**config.mk**
```make
export PLATFORM = sky130hd
export DESIGN_NAME = mem_arbiter
export DESIGN_NICKNAME = d
export VERILOG_FILES = /design/src/rtl/mem_arb_pkg.sv /design/src/rtl/mem_arbiter_rr.sv /design/src/rtl/mem_arbiter.sv
export SDC_FILE = /design/constraint.sdc
export NUM_CORES = 1
export LEC_CHECK = 0
export CAP_MARGIN = 40
export CORE_MARGIN = 1.5
export CORE_UTILIZATION = 40
export CTS_CLUSTER_SIZE = 25
export DETAILED_ROUTE_END_ITERATION = 6
export HOLD_SLACK_MARGIN = 0.1
export PLACE_DENSITY_LB_ADDON = 0.08
export SETUP_SLACK_MARGIN = 0.15
export SYNTH_ARGS = -nofsm -noshare
export SYNTH_HDL_FRONTEND = slang
export SYNTH_HIERARCHICAL = 1
export SYNTH_SLANG_ARGS = --single-unit
```
**constraint.sdc**
```tcl
create_clock -name clk -period 2.5 [get_ports clk]
set_input_delay 0.5 -clock clk [delete_from_list [all_inputs] [get_ports clk]]
set_output_delay 0.5 -clock clk [all_outputs]
set_load 0.05 [all_outputs]
```
**src/rtl/mem_arb_pkg.sv**
```systemverilog
// Shared types and constants for the two-port data-memory arbiter.
package mem_arb_pkg;
  localparam int DATA_W_D = 32;
  localparam int ADDR_W_D = 32;
  localparam int DEPTH_D  = 64;

  localparam logic P0 = 1'b0;
  localparam logic P1 = 1'b1;

  typedef enum logic [1:0] {
    IDLE   = 2'd0,
    ACCESS = 2'd1,
    RESP   = 2'd2
  } state_t;
endpackage

```
**src/rtl/mem_arbiter_rr.sv**
```systemverilog
// Two-way round-robin pick: on a tie the port that did not win last time goes.
module rr_arbiter2
  import mem_arb_pkg::*;
(
  input  logic [1:0] req,
  input  logic       last_grant,
  output logic       winner,
  output logic       any_req
);
  always_comb begin
    any_req = |req;
    winner  = P0;
    if (req[1] && !req[0])
      winner = P1;
    else if (req[1] && req[0])
      winner = (last_grant == P0) ? P1 : P0;
  end
endmodule

```
**src/rtl/mem_arbiter.sv**
```systemverilog
// Shares a single-port data memory between two requesters, one transaction
// per 3 cycles. Define MEM_ARB_ADDR_CHECK_EN to flag addresses >= DEPTH as errors.
module mem_arbiter
  import mem_arb_pkg::*;
#(
  parameter int DATA_W = DATA_W_D,
  parameter int ADDR_W = ADDR_W_D,
  parameter int DEPTH  = DEPTH_D
) (
  input  logic              clk,
  input  logic              rst_n,
  input  logic              m0_req,
  input  logic              m0_we,
  input  logic [ADDR_W-1:0] m0_addr,
  input  logic [DATA_W-1:0] m0_wdata,
  output logic              m0_gnt,
  output logic              m0_rvalid,
  output logic [DATA_W-1:0] m0_rdata,
  output logic              m0_err,
  input  logic              m1_req,
  input  logic              m1_we,
  input  logic [ADDR_W-1:0] m1_addr,
  input  logic [DATA_W-1:0] m1_wdata,
  output logic              m1_gnt,
  output logic              m1_rvalid,
  output logic [DATA_W-1:0] m1_rdata,
  output logic              m1_err,
  output logic [DATA_W-1:0] mem_dato,
  output logic [ADDR_W-1:0] mem_direccion,
  output logic              mem_sel,
  input  logic [DATA_W-1:0] mem_salida,
  output logic              busy
);
`ifdef MEM_ARB_ADDR_CHECK_EN
  localparam bit ADDR_CHK = 1'b1;
`else
  localparam bit ADDR_CHK = 1'b0;
`endif

  state_t                  state;
  logic                    win, last_grant, we_q, bad_q;
  logic [1:0]              gnt, rvalid, err;
  logic [1:0][DATA_W-1:0]  rdata;

  logic                    win_c, any_req, bad_c, sel_we;
  logic [ADDR_W-1:0]       sel_addr;
  logic [DATA_W-1:0]       sel_wdata;

  rr_arbiter2 u_arb (
    .req        ({m1_req, m0_req}),
    .last_grant (last_grant),
    .winner     (win_c),
    .any_req    (any_req)
  );

  assign sel_we    = win_c ? m1_we    : m0_we;
  assign sel_addr  = win_c ? m1_addr  : m0_addr;
  assign sel_wdata = win_c ? m1_wdata : m0_wdata;
  assign bad_c     = ADDR_CHK && (sel_addr >= ADDR_W'(DEPTH));

  always_ff @(posedge clk or negedge rst_n) begin
    if (!rst_n) begin
      state         <= IDLE;
      win           <= P0;
      last_grant    <= P1;
      we_q          <= 1'b0;
      bad_q         <= 1'b0;
      gnt           <= '0;
      rvalid        <= '0;
      err           <= '0;
      rdata         <= '0;
      mem_sel       <= 1'b0;
      mem_dato      <= '0;
      mem_direccion <= '0;
    end else begin
      case (state)
        IDLE: if (any_req) begin
          win         <= win_c;
          last_grant  <= win_c;
          we_q        <= sel_we;
          bad_q       <= bad_c;
          gnt[win_c]  <= 1'b1;
          // A rejected address leaves the memory bus untouched so reads stay stable.
          if (!bad_c) begin
            mem_direccion <= sel_addr;
            mem_dato      <= sel_wdata;
            mem_sel       <= sel_we;
          end
          state <= ACCESS;
        end
        ACCESS: begin
          gnt         <= '0;
          mem_sel     <= 1'b0;
          rdata[win]  <= (we_q || bad_q) ? '0 : mem_salida;
          rvalid[win] <= 1'b1;
          err[win]    <= bad_q;
          state       <= RESP;
        end
        RESP: begin
          rvalid <= '0;
          err    <= '0;
          state  <= IDLE;
        end
        default: state <= IDLE;
      endcase
    end
  end

  assign busy      = (state != IDLE);
  assign m0_gnt    = gnt[0];
  assign m1_gnt    = gnt[1];
  assign m0_rvalid = rvalid[0];
  assign m1_rvalid = rvalid[1];
  assign m0_err    = err[0];
  assign m1_err    = err[1];
  assign m0_rdata  = rdata[0];
  assign m1_rdata  = rdata[1];
endmodule
```
==> flow_metrics.env <==
export IMPL_nFillCells=1174
export IMPL_slowest_delay_ps=840
export IMPL_synthSimpleGateAreaFrac_pct=12.52
export IMPL_startpoint="gnt[1]"
export IMPL_cts_root_buf="clkbuf_16"
export IMPL_clkTransAtPathRegs_ps=60
export IMPL_cts_resized=0
export IMPL_syn_nets=744
export IMPL_cap_violations=0
export IMPL_cts_tree="done"
export IMPL_gp_congestion=0.8556
export IMPL_fp_dieArea_um2=15780
export IMPL_synth_xor_area_share_pct=0
export IMPL_core_area_um2=14590
export IMPL_synthCells=573
export IMPL_hold_viol_final=0
export IMPL_critPathMaxFanout=2
export IMPL_synth_fa_ha_area_share_pct=1.040
export IMPL_worst_ep_required_time_ps=2000
export IMPL_dpl_hpwl_um=12630
export IMPL_skew_ps=6.972
export IMPL_pin_count=302
export IMPL_cp_top_family="buffers and inverters"
export IMPL_path_depth=1
export IMPL_drt_iter0_drc=224
export IMPL_muxShareOfSynthArea_pct=11.00
export IMPL_ys_seq_elements=140
export IMPL_cts_sinks=140
export IMPL_cts_made_buffers=17
export IMPL_fp_row_count=44
export IMPL_rrSetupSlack_ps=760
export IMPL_grt_pass1_vias=5403
export IMPL_die_y_um=125.6
export IMPL_drt_vias_per_instance=4.778
export IMPL_totalWireLength_um=16870
export IMPL_wl_per_cell_um=15.86
export IMPL_path_buf_inv=1
export IMPL_cts_hold_buffers=1
export IMPL_slew_violations=0
export IMPL_antenna_cells=0
export IMPL_synth_commonest_cells="dfrtp_1, nand2_1, o21ai_0, mux2i_1, nand2b_1"
export IMPL_ys_types=21
export IMPL_synth_top_family_by_area="simple AND/OR/NAND/NOR gates"
export IMPL_min_period_ps=2136
export IMPL_num_vias=5084
export IMPL_finalSetupViolCount=0
export IMPL_ys_flop_type="dfrtp_1"
export IMPL_synth_edf_count=0
export IMPL_status="finished clean"
export IMPL_cp_slowest_cell="clkdlybuf4s50_1"
export IMPL_ir_worst_vdd_uv=672.8
export IMPL_drc=0
export IMPL_yosys_area_top_type_share_pct=57.82
export IMPL_first_pass_iters=4
export IMPL_worstReg2RegStart="state[1]"
export IMPL_holdWs_ps=475.1
export IMPL_crit_path_cell_trace="clkdlybuf4s50_1"
export IMPL_fp_dieW_um=125.6
export IMPL_port_buffers=301
export IMPL_synth_compound_area_share_pct=12.15
export IMPL_clk_latency_ps=410
export IMPL_reg2regPathDepth=5
export IMPL_end_kind="output pin"
export IMPL_synthArstFlopShare_pct=100.0
export IMPL_start_kind="flop"
export IMPL_leakage_nw=4.287
export IMPL_final_layout_size_suffix_gt1_share_pct=5.682
export IMPL_grt_overflow=0
export IMPL_synthesis_area_um2=6016
export IMPL_powerDensity_nw_per_um2=1479
export IMPL_yosysWarnings=6
export IMPL_synth_top_area_cell="dfrtp_1"
export IMPL_worst_pin_slew_ps=724.7
export IMPL_grt_total_usage_pct=21.81
export IMPL_post_synth_cell_area_avg_um2=10.50
export IMPL_endpoint="m1_gnt"
export IMPL_p_total_mw=14.42
export IMPL_yosysSeqAreaShare_pct=58.26
export IMPL_max_freq_mhz=468.2
export IMPL_layout_nets=1038
export IMPL_post_cts_buffers=0
export IMPL_start_util_pct=41.23
export IMPL_crit_type="reg2out"
export IMPL_critical_path_arrival_ps=1640
export IMPL_synth_most_common_cell="dfrtp_1"
export IMPL_ant_nets=0
export IMPL_grt_antenna_before_repair=0
export IMPL_cts_max_level=4
export IMPL_grt_pass1_wl_um=27140
export IMPL_cts_buffer_depth=2
export IMPL_synth_area_leaders="dfrtp_1, mux2i_1, o21ai_0, nand2_1, nand2b_1"
export IMPL_grt_setup_unrepaired="no"
export IMPL_fin_crit_sh_pct=85.43
export IMPL_slew_headroom_pct=51.69
export IMPL_hold_path_class="reg2reg"
export IMPL_area_delta_synth_final_pct=62.08
export IMPL_tns_ps=0
export IMPL_r2r_end="m1_rdata[17]"
export IMPL_grt_max_degree=65
## placed cells by master (no fill, tap or decap), types with 6 or more instances in the layout
cell / instances
a21oi_1: 8
buf_12: 7
clkbuf_16: 17
clkdlybuf4s50_1: 299
clkinv_2: 6
dfrtp_1: 139
mux2i_1: 65
nand2_1: 134
nand2b_1: 33
o21ai_0: 102
o21ai_1: 33
## flip-flops by register name, summed over array words and instances, names as in the netlist
register / flops
rvalid: 2
m1_rdata: 32
mem_direccion: 32
gnt: 2
err: 2
m0_rdata: 32
mem_sel: 1
last_grant: 1
state: 2
we_q: 1
win: 1
mem_dato: 32
## stage by stage
step | util [%] | cells | setup WS [ps] | instance area (um^2)
6_report | 66.84 | 1064 | 364.2 | 9751
5_1_grt | 66.84 | 1064 | 301.6 | 9751
4_1_cts | 66.84 | 1064 | 320.7 | 9751
3_5_place_dp | 62.80 | 1031 | 428.2 | 9163
3_3_place_gp | 62.80 | 1031 | 461.8 | 9163
2_1_floorplan | - | 573 | 999.6 | 6016
## how the worst min path moves through the flow
stage / startpoint / to / slack (ps) / depth (start not counted)
floorplan: rst_n / err[0] / 200 / 0
global route: mem_direccion[26] / mem_direccion[26] / 500 / 2
finish: m1_rdata[25] / m1_rdata[25] / 480 / 2
global placement: m0_rdata[19] / m0_rdata[19] / 460 / 2
detailed placement: mem_dato[5] / mem_dato[5] / 470 / 2
CTS: mem_dato[5] / mem_dato[5] / 480 / 2
## cell families (layout without fill, tap and decap cells)
family / Yosys count / in the layout
AOI/OAI and AO/OA: 145 / 145
adders and majority gates: 5 / 5
buffers and inverters: 43 / 350
DFF: 140 / 140
muxes: 66 / 66
and+or+nand+nor: 174 / 174
## power by group
part           switching (mW)  internal (mW)
Combinational            5.37           2.69
Clock                   0.931           1.51
Sequential              0.625           3.30
Total                    6.92           7.50
## final cells by class
| cell class | instances | area [um^2] | share of cell area [%] |
|---|---|---|---|
| sequential | 140 | 3505 | 35.94 |
| timing repair buffer | 313 | 3192 | 32.73 |
| multi-input combinational | 390 | 2227 | 22.84 |
| clock buffer | 20 | 456.7 | 4.684 |
| tap | 184 | 230.2 | 2.361 |
| clock inverter | 12 | 121.4 | 1.245 |
| inverter | 5 | 18.77 | 0.1925 |
## per-layer routing
metal  GRT usage, %  vias to the layer above  share of wire (%)
met4          9.960                        0                3.5
met1          24.70                     2331                 39
met2          37.18                      207                 50
li1               -                     2507                  -
met5              0                        -                  0
met3          7.562                       39                8.1
Note: power is estimated with default switching activity, not from simulation.
